### src/rtl/branch_pkg.sv
// Shared types and constants for the branch predictor: branch opcodes,
// 2-bit saturating counter states and the counter step helper.
package branch_pkg;

   typedef enum logic [1:0] {
      BEQ  = 2'b00,
      BNE  = 2'b01,
      BLEZ = 2'b10,
      BGTZ = 2'b11
   } br_op_e;

   localparam logic [1:0] SNT = 2'b00;
   localparam logic [1:0] WNT = 2'b01;
   localparam logic [1:0] WT  = 2'b10;
   localparam logic [1:0] ST  = 2'b11;

   // Move a counter one step toward the resolved direction, saturating at both ends.
   function automatic logic [1:0] ctr_step(input logic [1:0] ctr, input logic taken);
      logic [1:0] res;
      res = ctr;
      if (taken) begin
         if (ctr != ST) res = ctr + 2'd1;
      end else begin
         if (ctr != SNT) res = ctr - 2'd1;
      end
      return res;
   endfunction

endpackage

### src/rtl/branch_predictor_br_cond.sv
// Branch condition evaluator: decides the actual direction of a resolving
// conditional branch from its opcode and operands.
module br_cond
   import branch_pkg::*;
#(
   parameter int XLEN = 32
) (
   input  br_op_e          op_i,
   input  logic [XLEN-1:0] a_i,
   input  logic [XLEN-1:0] b_i,
   output logic            taken_o
);

   logic a_le_zero;

   // Signed a <= 0 is "sign bit set or exactly zero"; BGTZ is its complement.
   always_comb begin
      a_le_zero = a_i[XLEN-1] | (a_i == '0);
      taken_o   = 1'b0;
      case (op_i)
         BEQ:  taken_o = (a_i == b_i);
         BNE:  taken_o = (a_i != b_i);
         BLEZ: taken_o = a_le_zero;
         BGTZ: taken_o = ~a_le_zero;
      endcase
   end

endmodule

### src/rtl/branch_predictor.sv
// Direct-mapped branch target buffer with 2-bit saturating counters.
// Fetch-side lookup is combinational; resolution in EX updates the table
// and produces a registered flush request plus the corrected next PC.
module branch_predictor
   import branch_pkg::*;
#(
   parameter int XLEN    = 32,
   parameter int ENTRIES = 16,
   parameter int CNT_W   = 32
) (
   input  logic             clk,
   input  logic             reset,
   input  logic [XLEN-1:0]  f_pc,
   output logic             f_pred_taken,
   output logic [XLEN-1:0]  f_pred_target,
   input  logic             ex_valid,
   input  logic [1:0]       ex_op,
   input  logic [XLEN-1:0]  ex_pc,
   input  logic [XLEN-1:0]  ex_a,
   input  logic [XLEN-1:0]  ex_b,
   input  logic [XLEN-1:0]  ex_target,
   input  logic             ex_pred_taken,
   input  logic [XLEN-1:0]  ex_pred_target,
   output logic             mispredict,
   output logic [XLEN-1:0]  redirect_pc,
   output logic [CNT_W-1:0] br_count,
   output logic [CNT_W-1:0] mis_count
);

   localparam int IDX_W = $clog2(ENTRIES);
   localparam int TAG_W = XLEN - IDX_W - 2;

   logic             valid_q [ENTRIES];
   logic [TAG_W-1:0] tag_q   [ENTRIES];
   logic [1:0]       ctr_q   [ENTRIES];
   logic [XLEN-1:0]  tgt_q   [ENTRIES];

   logic [IDX_W-1:0] f_idx;
   logic [TAG_W-1:0] f_tag;
   logic             f_hit;
   logic [IDX_W-1:0] ex_idx;
   logic [TAG_W-1:0] ex_tag;
   logic             ex_hit;
   logic             ex_taken;
   logic             ex_mis;
   logic [XLEN-1:0]  ex_next_pc;

   logic             mispredict_q;
   logic [XLEN-1:0]  redirect_pc_q;
   logic [CNT_W-1:0] br_count_q;
   logic [CNT_W-1:0] mis_count_q;

   // Word alignment makes the low PC bits meaningless here.
   logic unused_pc_bits;
   assign unused_pc_bits = ^{f_pc[1:0], ex_pc[1:0]};

   // Fetch lookup reads the table as it stood before this cycle's update.
   always_comb begin
      f_idx         = f_pc[IDX_W+1:2];
      f_tag         = f_pc[XLEN-1:IDX_W+2];
      f_hit         = valid_q[f_idx] && (tag_q[f_idx] == f_tag);
      f_pred_taken  = f_hit & ctr_q[f_idx][1];
      f_pred_target = f_pred_taken ? tgt_q[f_idx] : f_pc + XLEN'(4);
   end

   br_cond #(
      .XLEN (XLEN)
   ) u_br_cond (
      .op_i    (br_op_e'(ex_op)),
      .a_i     (ex_a),
      .b_i     (ex_b),
      .taken_o (ex_taken)
   );

   // Resolution: table hit, mispredict condition and the correct next PC.
   always_comb begin
      ex_idx     = ex_pc[IDX_W+1:2];
      ex_tag     = ex_pc[XLEN-1:IDX_W+2];
      ex_hit     = valid_q[ex_idx] && (ex_tag_match(ex_idx));
      ex_mis     = (ex_taken != ex_pred_taken) ||
                   (ex_taken && ex_pred_taken && (ex_pred_target != ex_target));
      ex_next_pc = ex_taken ? ex_target : ex_pc + XLEN'(4);
   end

   function automatic logic ex_tag_match(input logic [IDX_W-1:0] idx);
      return tag_q[idx] == ex_tag;
   endfunction

   generate
      for (genvar gi = 0; gi < ENTRIES; gi++) begin : g_entry
         logic sel;
         assign sel = ex_valid && (ex_idx == IDX_W'(gi));

         // Per-entry update: step on hit, allocate as weakly-taken on a taken miss.
         always_ff @(posedge clk or posedge reset) begin
            if (reset) begin
               valid_q[gi] <= 1'b0;
               tag_q[gi]   <= '0;
               ctr_q[gi]   <= WNT;
               tgt_q[gi]   <= '0;
            end else if (sel) begin
               if (ex_hit) begin
                  ctr_q[gi] <= ctr_step(ctr_q[gi], ex_taken);
                  if (ex_taken) tgt_q[gi] <= ex_target;
               end else if (ex_taken) begin
                  valid_q[gi] <= 1'b1;
                  tag_q[gi]   <= ex_tag;
                  ctr_q[gi]   <= WT;
                  tgt_q[gi]   <= ex_target;
               end
            end
         end
      end
   endgenerate

   // Flush request, redirect PC and saturating statistics, one cycle after EX.
   always_ff @(posedge clk or posedge reset) begin
      if (reset) begin
         mispredict_q  <= 1'b0;
         redirect_pc_q <= '0;
         br_count_q    <= '0;
         mis_count_q   <= '0;
      end else begin
         mispredict_q <= ex_valid & ex_mis;
         if (ex_valid) redirect_pc_q <= ex_next_pc;
         if (ex_valid && (br_count_q != '1)) br_count_q <= br_count_q + CNT_W'(1);
         if (ex_valid && ex_mis && (mis_count_q != '1)) mis_count_q <= mis_count_q + CNT_W'(1);
      end
   end

   assign mispredict  = mispredict_q;
   assign redirect_pc = redirect_pc_q;
   assign br_count    = br_count_q;
   assign mis_count   = mis_count_q;

endmodule

### config.mk
export PLATFORM = sky130hd
export DESIGN_NAME = branch_predictor
export DESIGN_NICKNAME = d
export VERILOG_FILES = /design/src/rtl/branch_pkg.sv /design/src/rtl/branch_predictor_br_cond.sv /design/src/rtl/branch_predictor.sv
export SDC_FILE = /design/constraint.sdc
export NUM_CORES = 2
export LEC_CHECK = 0
export CORE_MARGIN = 5
export CORE_UTILIZATION = 65
export DETAILED_ROUTE_END_ITERATION = 16
export PLACE_DENSITY = 0.92
export SYNTH_ARGS = -nofsm -noshare
export SYNTH_HDL_FRONTEND = slang
export SYNTH_SLANG_ARGS = --single-unit
### constraint.sdc
create_clock -name clk -period 62.1 [get_ports clk]
set_input_delay 12.42 -clock clk [delete_from_list [all_inputs] [get_ports clk]]
set_output_delay 12.42 -clock clk [all_outputs]
set_load 0.02 [all_outputs]
==> impl_metrics.env <==
export IMPL_grt_pass1_vias=41384
export IMPL_area_delta_synth_final_pct=13.0
export IMPL_root_buffer="clkbuf_16"
export IMPL_fmax_mhz=32.8
export IMPL_drc=0
export IMPL_detail_route_antenna_nets=0
export IMPL_multi_input_area_um2=27200
export IMPL_synth_nets=4211
export IMPL_period_share_pct=49.1
export IMPL_hpwl_um=109000
export IMPL_hold_viol_final=0
export IMPL_worstMarginPinSlew_ps=1300
export IMPL_ff_latch_area_um2=26900
export IMPL_cts_path_max_buffers=3
export IMPL_reg2reg_depth=9
export IMPL_ys_top_cells_by_area="dfrtp_1 (47%), mux2_2 (19%), mux4_2 (14%), xnor2_1 (2.0%), mux2i_1 (1.9%)"
export IMPL_post_cts_setup_buffers=0
export IMPL_clock_sinks=1073
export IMPL_viasPerCell=7.31
export IMPL_period_minus_slack_ps=30470
export IMPL_r2r_end="tag_q[149]"
export IMPL_floorplan_initialDensity_pct=65.5
export IMPL_insertion_delay_ps=700
export IMPL_path_cells="buf_8 -> buf_4 -> mux4_2 -> and2_1 -> a31oi_1 -> nor3_1 -> or3_1 -> or4_1 -> or4_1 -> nor4_4 -> buf_4 -> mux2_2 -> clkdlybuf4s50_1"
export IMPL_cellLeakagePower_nw=27.2
export IMPL_synth_async_sr_flop_share_pct=100
export IMPL_cts_hold_buf=0
export IMPL_die_x_um=303
export IMPL_avgSynthCellArea_um2=14.0
export IMPL_worst_r2r_setup_slack_ps=56930
export IMPL_ir_drop_v=0.0000272
export IMPL_hp_class="reg2reg"
export IMPL_grt_pass1_wl_um=269000
export IMPL_grt_max_degree=197
export IMPL_grt_overflow_total=0
export IMPL_ys_ff_latch=1073
export IMPL_mappedNetlistArea_um2=55900
export IMPL_crit_path_end_kind="primary output"
export IMPL_final_cells=5401
export IMPL_finalWirelength_um=181000
export IMPL_clkTransAtPathRegs_ps=60
export IMPL_critical_path_buf_inv_count=4
export IMPL_setup_viol=0
export IMPL_post_drt_wl_per_cell_um=33.4
export IMPL_cts_tree="yes"
export IMPL_crit_path_max_incr_delay_ps=660
export IMPL_ctsResizeCount=0
export IMPL_drive_gt1_share_pct=38.1
export IMPL_start_kind="input pin"
export IMPL_route_vias_total=39473
export IMPL_synth_top_area_cell="dfrtp_1"
export IMPL_cellPowerDensity_nw_per_um2=33.4
export IMPL_worstPathRequired_ps=49680
export IMPL_min_from="redirect_pc[22]"
export IMPL_io_buffers=327
export IMPL_synth_distinct_cells=82
export IMPL_place_congestion=0.996
export IMPL_die_h_um=303
export IMPL_synth_flop_cell="dfrtp_1"
export IMPL_status="finished, final reports clean"
export IMPL_r2r_start="tag_q[226]"
export IMPL_hold_depth=2
export IMPL_fin_tns_setup_ps=0
export IMPL_synth_top_cells_by_count="dfrtp_1 (1057), mux2_2 (927), mux4_2 (346)"
export IMPL_cts_buffers=107
export IMPL_maxSlewHeadroom_pct=12.9
export IMPL_yosysTopAreaCellShare_pct=47.3
export IMPL_nFillCells=4883
export IMPL_clock_skew_final_ps=21.2
export IMPL_hold_end="redirect_pc[22]"
export IMPL_synth_most_common_cell="dfrtp_1"
export IMPL_htree_levels=3
export IMPL_drt_iter0_drc=5316
export IMPL_synth_seq_area_share_pct=48.1
export IMPL_synthCells=4005
export IMPL_drv_cap=0
export IMPL_antenna_found_initial=16
export IMPL_firstDrtPassIters=6
export IMPL_crit_type="in2out"
export IMPL_die_area_um2=92000
export IMPL_synth_edf_count=0
export IMPL_yosys_warnings=0
export IMPL_dp_cells=5194
export IMPL_row_count=107
export IMPL_crit_arrival_ps=18050
export IMPL_fin_nets=4365
export IMPL_io_pins=328
export IMPL_critPathTopFamily="buffers and inverters"
export IMPL_slew_violations=0
export IMPL_crit_fanout=90
export IMPL_cp_slowest_cell="buf_4"
export IMPL_rsz0062_at_grt="no"
export IMPL_fin_util_pct=74.0
export IMPL_grt_usage_pct=39.4
export IMPL_core_area_um2=85300
final cells by class:
| cell class | count | area share [%] |
|---|---|---|
| Multi-Input combinational cell | 2533 | 43.1 |
| Sequential cell | 1073 | 42.6 |
| Timing Repair Buffer | 402 | 6.12 |
| Clock buffer | 147 | 4.80 |
| Tap cell | 1144 | 2.27 |
| Clock inverter | 52 | 0.892 |
| Inverter | 42 | 0.262 |
| Antenna cell | 8 | 0.0317 |
cell usage in the layout, fill, tap and decap left out, types with 42 or more instances in the layout:
master / instances
dfrtp_1: 1057
mux2_2: 927
mux4_2: 346
clkdlybuf4s50_1: 318
nand2_1: 137
xnor2_1: 130
nor2_1: 110
mux2i_1: 108
clkbuf_16: 107
xor2_1: 92
o21ai_0: 81
buf_4: 76
nand3_1: 56
nand4_1: 42
a21oi_1: 42
metrics by stage:
| stage | total power [W] | hold slack [ps] | cell area (µm²) | worst slack, ps |
|---|---|---|---|---|
| floorplan | 0.00126 | 447 | 55900 | 19500 |
| global placement | 0.00138 | 468 | 59500 | 31880 |
| detailed placement | 0.00141 | 473 | 59500 | 31780 |
| CTS | 0.00209 | 488 | 63100 | 31750 |
| global route | 0.00217 | 507 | 63100 | 31490 |
| finish | 0.00211 | 481 | 63100 | 31630 |
power by group:
part	internal, W	switching [W]	leakage [nW]
Combinational	0.000260	0.000213	11.8
Sequential	0.000848	0.000118	13.6
Clock	0.000377	0.000294	1.77
worst register-to-register path, stage by stage, from the launching register on:
cell and delay, ps:
dfrtp_1 400, mux4_2 480, xnor2_1 360, a21oi_1 180, or4b_1 620, o31a_1 200
a31oi_4 660, or4b_4 920, nand2_4 760, mux2_2 480
metal layers:
| metal | wire length, µm | up-vias | global-route usage, % |
|---|---|---|---|
| met5 | 93 | - | 0 |
| met4 | 13700 | 14 | 23.8 |
| met3 | 24200 | 931 | 15.6 |
| met2 | 82400 | 3057 | 60.0 |
| met1 | 60200 | 20192 | 47.7 |
| li1 | - | 15279 | - |
how the worst max path moves through the flow:
stage | cells past startpoint | start | endpoint
after floorplan | 1 | reset | br_count[0]
after global placement | 13 | f_pc[3] | f_pred_target[16]
after detailed placement | 13 | f_pc[3] | f_pred_target[4]
after CTS | 13 | f_pc[3] | f_pred_target[1]
after global routing | 13 | f_pc[3] | f_pred_target[1]
final | 13 | f_pc[3] | f_pred_target[1]
flip-flops by register name, summed over array words and instances, names as in the netlist:
register and count:
tag_q 416, redirect_pc 32, valid_q 16, ctr_q 32, br_count 32, tgt_q 512, mispredict 1, mis_count 32
kinds of logic (layout without fill, tap and decap cells):
logic type | after synthesis | in the layout | synth area share (%)
buf+inv | 399 | 643 | 3.37
fa+ha+maj | 8 | 8 | 0.179
mux | 1438 | 1438 | 35.8
xor+xnor | 223 | 223 | 3.49
compound gates | 326 | 326 | 4.12
other cells | 0 | 8 | 0
simple gates | 538 | 538 | 4.94
flops | 1073 | 1073 | 48.1
(Power assumes the default switching activity.)
